**src/rtl/oam_line_scan_pkg.sv**
```systemverilog
// Shared types and constants for the PPU OAM search stage and the sprite mixer.
package oam_line_scan_pkg;

  localparam int NUM_SPRITES      = 40;
  localparam int MAX_LINE_SPRITES = 10;
  localparam int SPRITE_Y_OFFSET  = 16;

  typedef struct packed {
    logic [7:0] YPosition;
    logic [7:0] XPosition;
    logic [7:0] Tile;
    logic [7:0] Flags;
  } SpriteAttributes;

  typedef struct packed {
    SpriteAttributes attr;
    logic [5:0]      OamIndex;
  } LineSprite;

  typedef LineSprite LineSpriteBuffer [0:MAX_LINE_SPRITES-1];

  typedef enum logic [1:0] {
    IDLE,
    ADDR,
    EVAL,
    DONE
  } OamScanState;

endpackage

```
**src/rtl/oam_sprite_match.sv**
```systemverilog
// Vertical coverage test for one sprite against a scanline.
// The mixer reuses this to locate the row within a sprite.
module oam_sprite_match
  import oam_line_scan_pkg::*;
(
  input  logic [7:0] Y,
  input  logic [7:0] line_y,
  input  logic       sprite_size,
  output logic       hit
);

  logic [8:0] w_line_top;
  logic [8:0] w_y_start;
  logic [8:0] w_y_end;

  // Nine bits keep line_y + 16 and Y + 16 from wrapping.
  assign w_line_top = {1'b0, line_y} + 9'(SPRITE_Y_OFFSET);
  assign w_y_start  = {1'b0, Y};
  assign w_y_end    = w_y_start + (sprite_size ? 9'd16 : 9'd8);

  assign hit = (w_line_top >= w_y_start) && (w_line_top < w_y_end);

endmodule

```
**src/rtl/oam_line_scan.sv**
```systemverilog
// OAM search (mode 2): scans all entries at two cycles each and keeps the
// first MAX_LINE_SPRITES sprites that cover the latched line.
module oam_line_scan
  import oam_line_scan_pkg::*;
(
  input  logic        clk,
  input  logic        reset_n,
  input  logic        start,
  input  logic        abort,
  input  logic [7:0]  line_y,
  input  logic        sprite_size,
  output logic        oam_rd,
  output logic [5:0]  oam_addr,
  input  logic [31:0] oam_rdata,
  output logic        busy,
  output logic        done,
  output logic [3:0]  sprite_count,
  input  logic [3:0]  rd_index,
  output logic [31:0] rd_attr,
  output logic [5:0]  rd_oam_index
);

  OamScanState     r_state;
  OamScanState     w_next_state;
  logic [5:0]      r_idx;
  logic [7:0]      r_line_y;
  logic            r_sprite_size;
  logic [3:0]      r_count;
  LineSpriteBuffer r_buf;

  logic w_hit;
  logic w_last;
  logic w_store;
  logic w_rd_valid;

  oam_sprite_match u_match (
    .Y           (oam_rdata[31:24]),
    .line_y      (r_line_y),
    .sprite_size (r_sprite_size),
    .hit         (w_hit)
  );

  assign w_last  = (r_idx == 6'(NUM_SPRITES - 1));
  assign w_store = (r_state == EVAL) && w_hit && !abort && !start &&
                   (r_count < 4'(MAX_LINE_SPRITES));

  // abort wins over start; start restarts from any state.
  always_comb begin
    w_next_state = r_state;
    if (abort) begin
      w_next_state = IDLE;
    end else if (start) begin
      w_next_state = ADDR;
    end else begin
      case (r_state)
        IDLE:    w_next_state = IDLE;
        ADDR:    w_next_state = EVAL;
        EVAL:    w_next_state = w_last ? DONE : ADDR;
        DONE:    w_next_state = IDLE;
        default: w_next_state = IDLE;
      endcase
    end
  end

  always_ff @(posedge clk or negedge reset_n) begin
    if (!reset_n) begin
      r_state <= IDLE;
    end else begin
      r_state <= w_next_state;
    end
  end

  always_ff @(posedge clk or negedge reset_n) begin
    if (!reset_n) begin
      r_idx         <= '0;
      r_line_y      <= '0;
      r_sprite_size <= 1'b0;
      r_count       <= '0;
    end else if (abort) begin
      r_count <= '0;
    end else if (start) begin
      r_idx         <= '0;
      r_line_y      <= line_y;
      r_sprite_size <= sprite_size;
      r_count       <= '0;
    end else if (r_state == EVAL) begin
      if (w_store) begin
        r_count <= r_count + 4'd1;
      end
      if (!w_last) begin
        r_idx <= r_idx + 6'd1;
      end
    end
  end

  // Buffer needs no reset: unused slots are hidden behind r_count.
  always_ff @(posedge clk) begin
    if (w_store) begin
      r_buf[r_count] <= {oam_rdata, r_idx};
    end
  end

  assign oam_rd       = (r_state == ADDR);
  assign oam_addr     = (r_state == ADDR) ? r_idx : 6'd0;
  assign busy         = (r_state == ADDR) || (r_state == EVAL);
  assign done         = (r_state == DONE);
  assign sprite_count = r_count;

  assign w_rd_valid   = (rd_index < r_count);
  assign rd_attr      = w_rd_valid ? r_buf[rd_index].attr : 32'd0;
  assign rd_oam_index = w_rd_valid ? r_buf[rd_index].OamIndex : 6'd0;

endmodule

```
**config.mk**
```make
export PLATFORM = sky130hd
export DESIGN_NAME = oam_line_scan
export DESIGN_NICKNAME = d
export VERILOG_FILES = /design/src/rtl/oam_line_scan_pkg.sv /design/src/rtl/oam_sprite_match.sv /design/src/rtl/oam_line_scan.sv
export SDC_FILE = /design/constraint.sdc
export NUM_CORES = 1
export LEC_CHECK = 0
export ABC_CLOCK_PERIOD_IN_PS = 3800
export BUFFER_PORTS_ARGS = -buffer_cell sky130_fd_sc_hd__buf_2
export CAP_MARGIN = 20
export CORE_ASPECT_RATIO = 0.6
export CORE_MARGIN = 2
export CORE_UTILIZATION = 40
export CTS_CLUSTER_SIZE = 24
export DETAILED_ROUTE_END_ITERATION = 8
export PLACE_DENSITY = 0.61
export SLEW_MARGIN = 20
export SYNTH_ARGS = -nofsm -noshare
export SYNTH_HDL_FRONTEND = slang
export SYNTH_SLANG_ARGS = --single-unit
```
**constraint.sdc**
```tcl
create_clock -name clk -period 3.8 [get_ports clk]
set_input_delay 0 -clock clk [delete_from_list [all_inputs] [get_ports clk]]
set_output_delay 0 -clock clk [all_outputs]
set_load 0.1 [all_outputs]
```
After elaboration in Yosys (flattened, before gate mapping) --
Memories as Yosys holds them, arrays and structs flattened. Cells that the tools add are included.
Operators by class: $add $sub $neg 4, magnitude comparators 4, equality and inequality tests 5, mux-type cells 17, bitwise logic cells 1, reductions and logical operators 16
Operators with widths (number):
- $mux W32 | 1
- $mux W6 | 5
- $mux W4 | 4
- $add A8 B5 Y9 const B | 1
- $add A8 B9 Y9 | 1
- $ge A9 B8 Y1 | 1
- $lt A9 B9 Y1 | 1
- $add A6 B1 Y6 const B | 1
- $eq A6 B6 Y1 const B | 1
- $mux W2 | 3
- $pmux W2 S3 | 1
- $reduce_bool A3 Y1 | 2
- $logic_and A1 B1 Y1 | 5
- $mux W5 | 1
- $add A4 B1 Y4 const B | 1
- $eq A2 B2 Y1 const B | 2
- $lt A4 B4 Y1 | 1
- $lt A4 B4 Y1 const B | 1
- $reduce_and A2 Y1 | 2
- $reduce_and A3 Y1 | 1
- $eq A2 B1 Y1 const B | 1
- $logic_not A1 Y1 | 2
- $logic_not A2 Y1 | 1
- $mux W1 | 2
- 5 further kinds | 5
Word-level totals: register bits 21, RAM bits 380, input bits 49, output and inout bits 51, logic and storage cells 53, memories kept 1
Memories:
- r_buf | depth 10, width 38, rd ports 1, clocked after memory_dff 0, wr ports 1, RTL line oam_line_scan.sv:29 | LineSpriteBuffer r_buf;

Longest topological paths before layout --
Gate-level depths: netlist (run 1).
depth in word-level cells 12, gate-level depth with buffers 12, mapped depth without buffers 11

Hierarchy --
Synthesis (run 1) repeated with hierarchy kept, for this count alone.
Unflattened totals: cell total of the unflattened synthesis 801, area total of the unflattened synthesis 16064.2 um^2
Modules (own cells, without submodules):
- oam_line_scan | times used 1, cells each 736, area an instance 15557.4 um^2, sequential area each 11936.4 um^2
- oam_sprite_match | times used 1, cells each 65, area an instance 506.7 um^2, sequential area each 0.0 um^2

Least setup slack after synthesis (run 1) --
No wires, ideal clock.
path kind register to output, start point register r_count[1], in the netlist sprite_count[1], end point output rd_attr[10], arrival 4.398 ns, required time 3.800 ns, path slack -0.598 ns, cell stages (with the launch flop) 8, buffers on the path 1, cells stage by stage dfrtp_1 inv_1 ha_1 a21o_1 a21o_1 a21o_1 clkbuf_1 a211oi_1
On the way: word-level cells in the longest chain between the ends 2
RTL lines:
- start: declaration | RTL line oam_line_scan.sv:28 | logic [3:0] r_count;
- start signal: assignment | RTL line oam_line_scan.sv:88 | r_count <= r_count + 4'd1;
- $lt A4 B4 Y1 | RTL line oam_line_scan.sv:109 | assign w_rd_valid = (rd_index < r_count);
- $mux W32 | RTL line oam_line_scan.sv:110 | assign rd_attr = w_rd_valid ? r_buf[rd_index].attr : 32'd0;
- end: declaration | RTL line oam_line_scan.sv:19 | output logic [31:0] rd_attr,
Every way passes these cells.

Worst setup path after layout (run 1) --
start point register r_sprite_size, end point memory r_buf[7][7] (netlist name) (enable)
On the way: word-level cells in the longest chain between the ends 10
RTL lines:
- start: declaration | RTL line oam_line_scan.sv:27 | logic r_sprite_size;
- start signal: assignment | RTL line oam_line_scan.sv:84 | r_sprite_size <= sprite_size;
- $mux W5 | RTL line oam_sprite_match.sv:19 | assign w_y_end = w_y_start + (sprite_size ? 9'd16 : 9'd8);
- $add A8 B9 Y9 | RTL line oam_sprite_match.sv:19
- $lt A9 B9 Y1 | RTL line oam_sprite_match.sv:21 | assign hit = (w_line_top >= w_y_start) && (w_line_top < w_y_end);
- $logic_and A1 B1 Y1 | RTL line oam_sprite_match.sv:21
- $logic_and A1 B1 Y1 (4 in a row) | RTL line oam_line_scan.sv:44 | assign w_store = (r_state == EVAL) && w_hit && !abort && !start &&
- $mux W1 | RTL line oam_line_scan.sv:98 | if (w_store) begin
- $mux W1 (implied by the code) | RTL line oam_line_scan.sv:99 | r_buf[r_count] <= {oam_rdata, r_idx};
- end: declaration | RTL line oam_line_scan.sv:29
Every way passes these cells.

==> impl_metrics.json, run 1 <==
{
  "fin_crit_ns": 3.45,
  "grt_pass1_wl_mm": 52.0,
  "period_share": 0.908,
  "drtAntennaViolNets": 0,
  "p_leak_uw": 0.00659,
  "clk_latency_ns": 0.54,
  "power_density_mw_per_mm2": 484,
  "mostFrequentLayoutCells": "edfxtp_1 (380), buf_2 (96), mux4_2 (76)",
  "seq_area_frac_synth": 0.722,
  "clkTransAtPathRegs_ns": 0.06,
  "rows": 57,
  "clock_path_buffers": 3,
  "yosysWarnings": 0,
  "synth_area_mm2": 0.0165,
  "finalHoldViolations": 0,
  "dpl_cell_area_mm2": 0.0178,
  "critPathKind": "reg2reg",
  "clock-root-buffer": "clkbuf_16",
  "dieHeight_um": 161,
  "fin_skew_ns": 0.0202,
  "p_sw_frac": 0.232,
  "dr.pass1.iters": 5,
  "diodes": 0,
  "start_util": 0.407,
  "wl_mm": 34.0,
  "power_uw": 9400,
  "hold_path_class": "in2async",
  "ir_worst_vdd_uv": 306,
  "gp_congestion": 0.797,
  "first_global_vias": 8538,
  "portBuffers": 99,
  "final_cell_area_mm2": 0.0194,
  "viasPerCell": 5.28,
  "placed_cells": 1447,
  "drcViolationCount": 0,
  "rsz0062_at_grt": "false",
  "cts_tree": "done",
  "h-tree-depth": 2,
  "switchingPower_uw": 2180,
  "holdWs_ns": 0.0841,
  "nNetsFinal": 1079,
  "synth_area_leaders": "edfxtp_1 (69%), mux4_2 (10%), dfrtp_1 (3.2%)",
  "tightest_slew_ns": 1.06,
  "layout_commonest_cell": "edfxtp_1",
  "track_usage": 0.160,
  "vias": 8230,
  "place_ws_ns": 0.417,
  "slew_headroom": 0.293,
  "synth_area_per_cell_um2": 19.8,
  "clkPwrFrac": 0.387,
  "maxCapViolations": 0,
  "die_w_um": 266,
  "syn_inst": 836,
  "syn2layout_area_growth_pct": 17.5,
  "crit_required_ns": 4.00,
  "cts_num_sinks": 401,
  "p_seq_frac": 0.523,
  "dp_hpwl_mm": 19.7,
  "crit_arrival_ns": 3.65,
  "cts_buffers": 37,
  "synth_top_area_share": 0.691,
  "antenna_found_initial": 0,
  "core_mm2": 0.0406,
  "yosys.area.top_type": "edfxtp_1",
  "fmax_ghz": 0.290,
  "p_int_uw": 7220,
  "grt_max_degree": 77,
  "finalNonFillerCells": 1558,
  "grt_overflow": 0,
  "drt-initial-drc-count": 562,
  "avgRoutedWirePerCell_um": 21.8,
  "syn-num-nets": 914,
  "fin_ws_ns": 0.349,
  "netlist-cell-type-count": 42,
  "cp_max_fo": 38,
  "drive_gt1_frac": 0.315,
  "start_kind": "register",
  "maxSlewViolCount": 0,
  "status": "complete, no violations",
  "dieArea_mm2": 0.0430,
  "power_frac_comb": 0.090,
  "top_level_ports": 100,
  "setup_viol": 0,
  "crit_path_end_kind": "register",
  "ys_ff_latch": 401
}
## layout make-up
class                      count  area (µm²)
tap                          531         664
sequential                   401       11900
multi-input combinational    371        4280
clock buffer                  44         995
clock inverter                21         179
fill                        3366       21200
inverter                      20        75.1
timing repair buffer         170        1280
## worst paths after layout
check                                          startpoint                 endpoint  slack, ns  cells past startpoint
worst max-delay path            r_sprite_size$_DFFE_PN0P_    r_buf[7][7]$_DFFE_PP_       0.35                     13
worst min register to register    r_line_y[1]$_DFFE_PN0P_  r_line_y[1]$_DFFE_PN0P_       0.53                      1
min in group clk                                line_y[3]  r_line_y[3]$_DFFE_PN0P_       0.23                      3
max in group asynchronous                         reset_n     r_idx[4]$_DFFE_PN0P_       3.35                      3
worst min-delay path                              reset_n  r_line_y[2]$_DFFE_PN0P_       0.08                      3
worst max register to register  r_sprite_size$_DFFE_PN0P_    r_buf[7][7]$_DFFE_PP_       0.35                     13
## cells in the mapped netlist
cell / number
edfxtp_1: 380
a32o_1: 1
dfrtp_1: 21
inv_1: 20
a21o_2: 1
and4_1: 6
a2111oi_4: 1
a211oi_1: 39
mux2_2: 7
o211ai_1: 1
buf_1: 4
nand4_1: 5
a2111oi_1: 1
a211oi_2: 40
nor2b_1: 41
buf_8: 1
mux2i_1: 40
and3_2: 1
nor2_1: 11
mux2_1: 1
a21o_1: 4
xnor2_1: 3
mux4_2: 76
a21oi_1: 7
o21ai_0: 8
buf_2: 13
nor3_1: 2
nor4bb_1: 1
ha_1: 28
buf_6: 10
nand3_1: 3
clkbuf_1: 12
nand2_1: 17
nor3b_1: 1
fa_1: 1
buf_4: 4
and2_1: 6
nand2b_1: 3
a2111oi_2: 1
and3_1: 8
xor2_1: 5
a2bb2oi_1: 1
## routing by layer
| metal | up-vias | global-route usage | routed length [µm] |
|---|---|---|---|
| met5 | - | 0 | 0 |
| met4 | 0 | 0.0370 | 468 |
| met3 | 36 | 0.0294 | 1590 |
| met2 | 172 | 0.247 | 15600 |
| met1 | 4272 | 0.238 | 16300 |
| li1 | 3750 | - | - |
## sequential cells by signal, summed over array words and instances, names as in the netlist
name	flops
r_buf	380
r_idx	6
r_line_y	8
r_sprite_size	1
r_state	2
sprite_count	4
## power by group through the flow
stage / combinational, µW / clock (µW) / sequential [µW]
after floorplan: 613 / 0 / 4990
after global placement: 809 / 0 / 5010
after detailed placement: 816 / 0 / 5010
after CTS: 859 / 3750 / 4920
after global routing: 918 / 3910 / 4920
final: 849 / 3630 / 4920
## logic make-up after synthesis
kind of cell	synth area share
flops	0.722
mux	0.133
compound gates	0.0597
simple gates	0.0364
buf+inv	0.0217
fa+ha+maj	0.0224
xor+xnor	0.00424
## per-stage QoR
stage          utilization  setup TNS, ns
6_report             0.478              0
5_1_grt              0.478              0
4_1_cts              0.478              0
3_5_place_dp         0.438              0
3_3_place_gp         0.438              0
2_1_floorplan            -          -5.98
## critical path: stages, from the launching register on
cell and delay (ns):
dfrtp_1 0.39, inv_1 0.13, ha_1 0.18, inv_1 0.06, fa_1 0.41, nor3_1 0.20
xnor2_1 0.15, ha_1 0.25, nand2_1 0.12, a2111oi_2 0.08, a2111oi_4 0.32, buf_4 0.24
and4_2 0.27, buf_12 0.27
## what timing repair did
item | CTS | global route
resized for setup | 0 | 0
setup buffers | 0 | 0
hold endpoints to repair | 361 | 0
endpoints found under the setup margin | 0 | 0
hold buffers | 46 | 0
Power figures use the tool's default switching activity.
==> inputs of run 2 (changes only) <==
--- a/config.mk
+++ b/config.mk
@@ -13,7 +13,7 @@
 export CORE_UTILIZATION = 40
 export CTS_CLUSTER_SIZE = 24
 export DETAILED_ROUTE_END_ITERATION = 8
-export PLACE_DENSITY = 0.61
+export PLACE_DENSITY_LB_ADDON = 0.12
 export SLEW_MARGIN = 20
 export SYNTH_ARGS = -nofsm -noshare
 export SYNTH_HDL_FRONTEND = slang
==> run 2 against run 1 <==
Compared with the run above: worst hold slack lost 0.0076 ns; clock-buffer cell count up 9; utilization up 0.24 points; flip-flop and latch count did not move; first-iteration DRC count grew 4.3%; critical path depth fell by 1; largest cell class unchanged; total power increased by 2.8%; design area grew 0.51%.
==> impl_metrics.json, run 2 (synthesis gave the netlist of run 1 again) <==
{
  "start_kind": "register",
  "period_share": 0.908,
  "fin_ws_ns": 0.349,
  "critPathKind": "reg2reg",
  "hold_path_class": "in2async",
  "maxSlewViolCount": 0,
  "cp_max_fo": 38,
  "p_leak_uw": 0.00662,
  "antenna_found_initial": 0,
  "rsz0062_at_grt": "false",
  "dr.pass1.iters": 5,
  "diodes": 0,
  "start_util": 0.407,
  "cts_buffers": 39,
  "track_usage": 0.168,
  "cts_tree": "done",
  "portBuffers": 99,
  "fin_skew_ns": 0.0109,
  "setup_viol": 0,
  "grt_overflow": 0,
  "tightest_slew_ns": 0.872,
  "fillers": 3377,
  "vias": 8294,
  "clkTransAtPathRegs_ns": 0.06,
  "wl_mm": 35.4,
  "largest_reg_flops": 380,
  "post_cts_buffers": 0,
  "crit_required_ns": 4.00,
  "clk_latency_ns": 0.53,
  "ir_worst_vdd_uv": 283,
  "first_global_vias": 8601,
  "h-tree-depth": 2,
  "setup_tns_ns": 0,
  "layout_commonest_cell": "edfxtp_1",
  "finalHoldViolations": 0,
  "top_register": "r_buf",
  "die_w_um": 266,
  "crit_path_end_kind": "register",
  "viasPerCell": 5.33,
  "power_uw": 9670,
  "drt-initial-drc-count": 586,
  "rows": 57,
  "nNetsFinal": 1079,
  "mostFrequentLayoutCells": "edfxtp_1 (380), buf_2 (96), mux4_2 (76)",
  "top_level_ports": 100,
  "maxCapViolations": 0,
  "drcViolationCount": 0,
  "fin_crit_ns": 3.45,
  "critical_path.top_delay_family": "adder cells",
  "slowest_stage": "a2111oi_4",
  "crit_arrival_ns": 3.65,
  "core_mm2": 0.0406,
  "clock-root-buffer": "clkbuf_16",
  "fmax_ghz": 0.290,
  "dieArea_mm2": 0.0430,
  "drive_gt1_frac": 0.311,
  "final_cell_area_mm2": 0.0195,
  "dpl_cell_area_mm2": 0.0178,
  "place_ws_ns": 0.313,
  "avgRoutedWirePerCell_um": 22.7,
  "slew_headroom": 0.419,
  "holdWs_ns": 0.0766,
  "path_cells": "inv_1, ha_1, inv_1, fa_1, nor3_1, xnor2_1, ha_1, nand2_1, nor2_1, a2111oi_4, and4_2, buf_12",
  "grt_pass1_wl_mm": 54.3,
  "gp_congestion": 0.763,
  "dp_hpwl_mm": 19.9,
  "dieHeight_um": 161,
  "cts_num_sinks": 401,
  "clock_path_buffers": 3,
  "cp_slowest_stage_delay_ns": 0.52,
  "status": "complete, no violations",
  "grt_max_degree": 53,
  "reg_top3": "r_buf x380, r_line_y x8, r_idx x6",
  "syn2layout_area_growth_pct": 18.1,
  "drtAntennaViolNets": 0,
  "critical_path_buf_inv_count": 3,
  "power_density_mw_per_mm2": 495
}
run 2: cell types whose count changed in the layout (fill, tap and decap cells not counted):
cell,before,now
clkinvlp_4,2,1
clkbuf_1,5,12
bufinv_16,3,5
clkinv_1,8,3
clkbuf_16,39,41
clkinv_2,7,2
buf_12,10,13
buf_4,18,13
inv_6,1,0
run 2: area by class of cell:
type / count / area [µm²] / share of cell area
Sequential cell: 401 / 11900 / 0.612
Timing Repair Buffer: 168 / 1300 / 0.0666
Tap cell: 531 / 664 / 0.0341
Clock inverter: 11 / 179 / 0.00917
Multi-Input combinational cell: 371 / 4280 / 0.220
Clock buffer: 53 / 1070 / 0.0549
Inverter: 20 / 75.1 / 0.00385
run 2: power breakdown:
part	internal, µW	total [µW]	switching [µW]	leakage [µW]
combinational	279	852	574	0.00232
sequential	4870	4920	52.2	0.00370
clock	2300	3890	1590	0.000603
total	7450	9670	2210	0.00662
run 2: stage by stage:
stage                     std cells   util
final                          1555  0.481
after global routing           1555  0.481
after CTS                      1555  0.481
after detailed placement       1445  0.439
after global placement         1445  0.439
after floorplan                 836      -
run 2: path summary, 6_finish.rpt:
kind                                             endpoint                 startpoint  slack [ns]  cells after the start
worst max-delay path               r_buf[6][24]$_DFFE_PP_  r_sprite_size$_DFFE_PN0P_        0.35                     12
worst min-delay path                 r_state[0]$_DFF_PN0_                    reset_n        0.08                      3
min in group clk                r_sprite_size$_DFFE_PN0P_                sprite_size        0.23                      4
max in group asynchronous            r_idx[5]$_DFFE_PN0P_                    reset_n        3.36                      3
worst max register to register     r_buf[6][24]$_DFFE_PP_  r_sprite_size$_DFFE_PN0P_        0.35                     12
worst min register to register    r_line_y[2]$_DFFE_PN0P_    r_line_y[2]$_DFFE_PN0P_        0.53                      1
run 2: worst min-delay path, delay by kind of cell:
family / cells / cell delay [ns]
buffers and inverters: 3 / 1.07
run 2: layer usage:
metal  wire length, µm  vias to the layer above  track usage
met5                 0                        -            0
met3              1260                       55       0.0288
met1             17500                     4353        0.248
li1                  -                     3736            -
met2             16000                      150        0.262
met4               612                        0       0.0360
run 2: repair_timing:
| item | in CTS | in global routing |
|---|---|---|
| gates resized for setup | 0 | 0 |
| setup endpoints to repair | 0 | 17 |
| hold buffers | 46 | 0 |
| hold endpoints to repair | 361 | 0 |
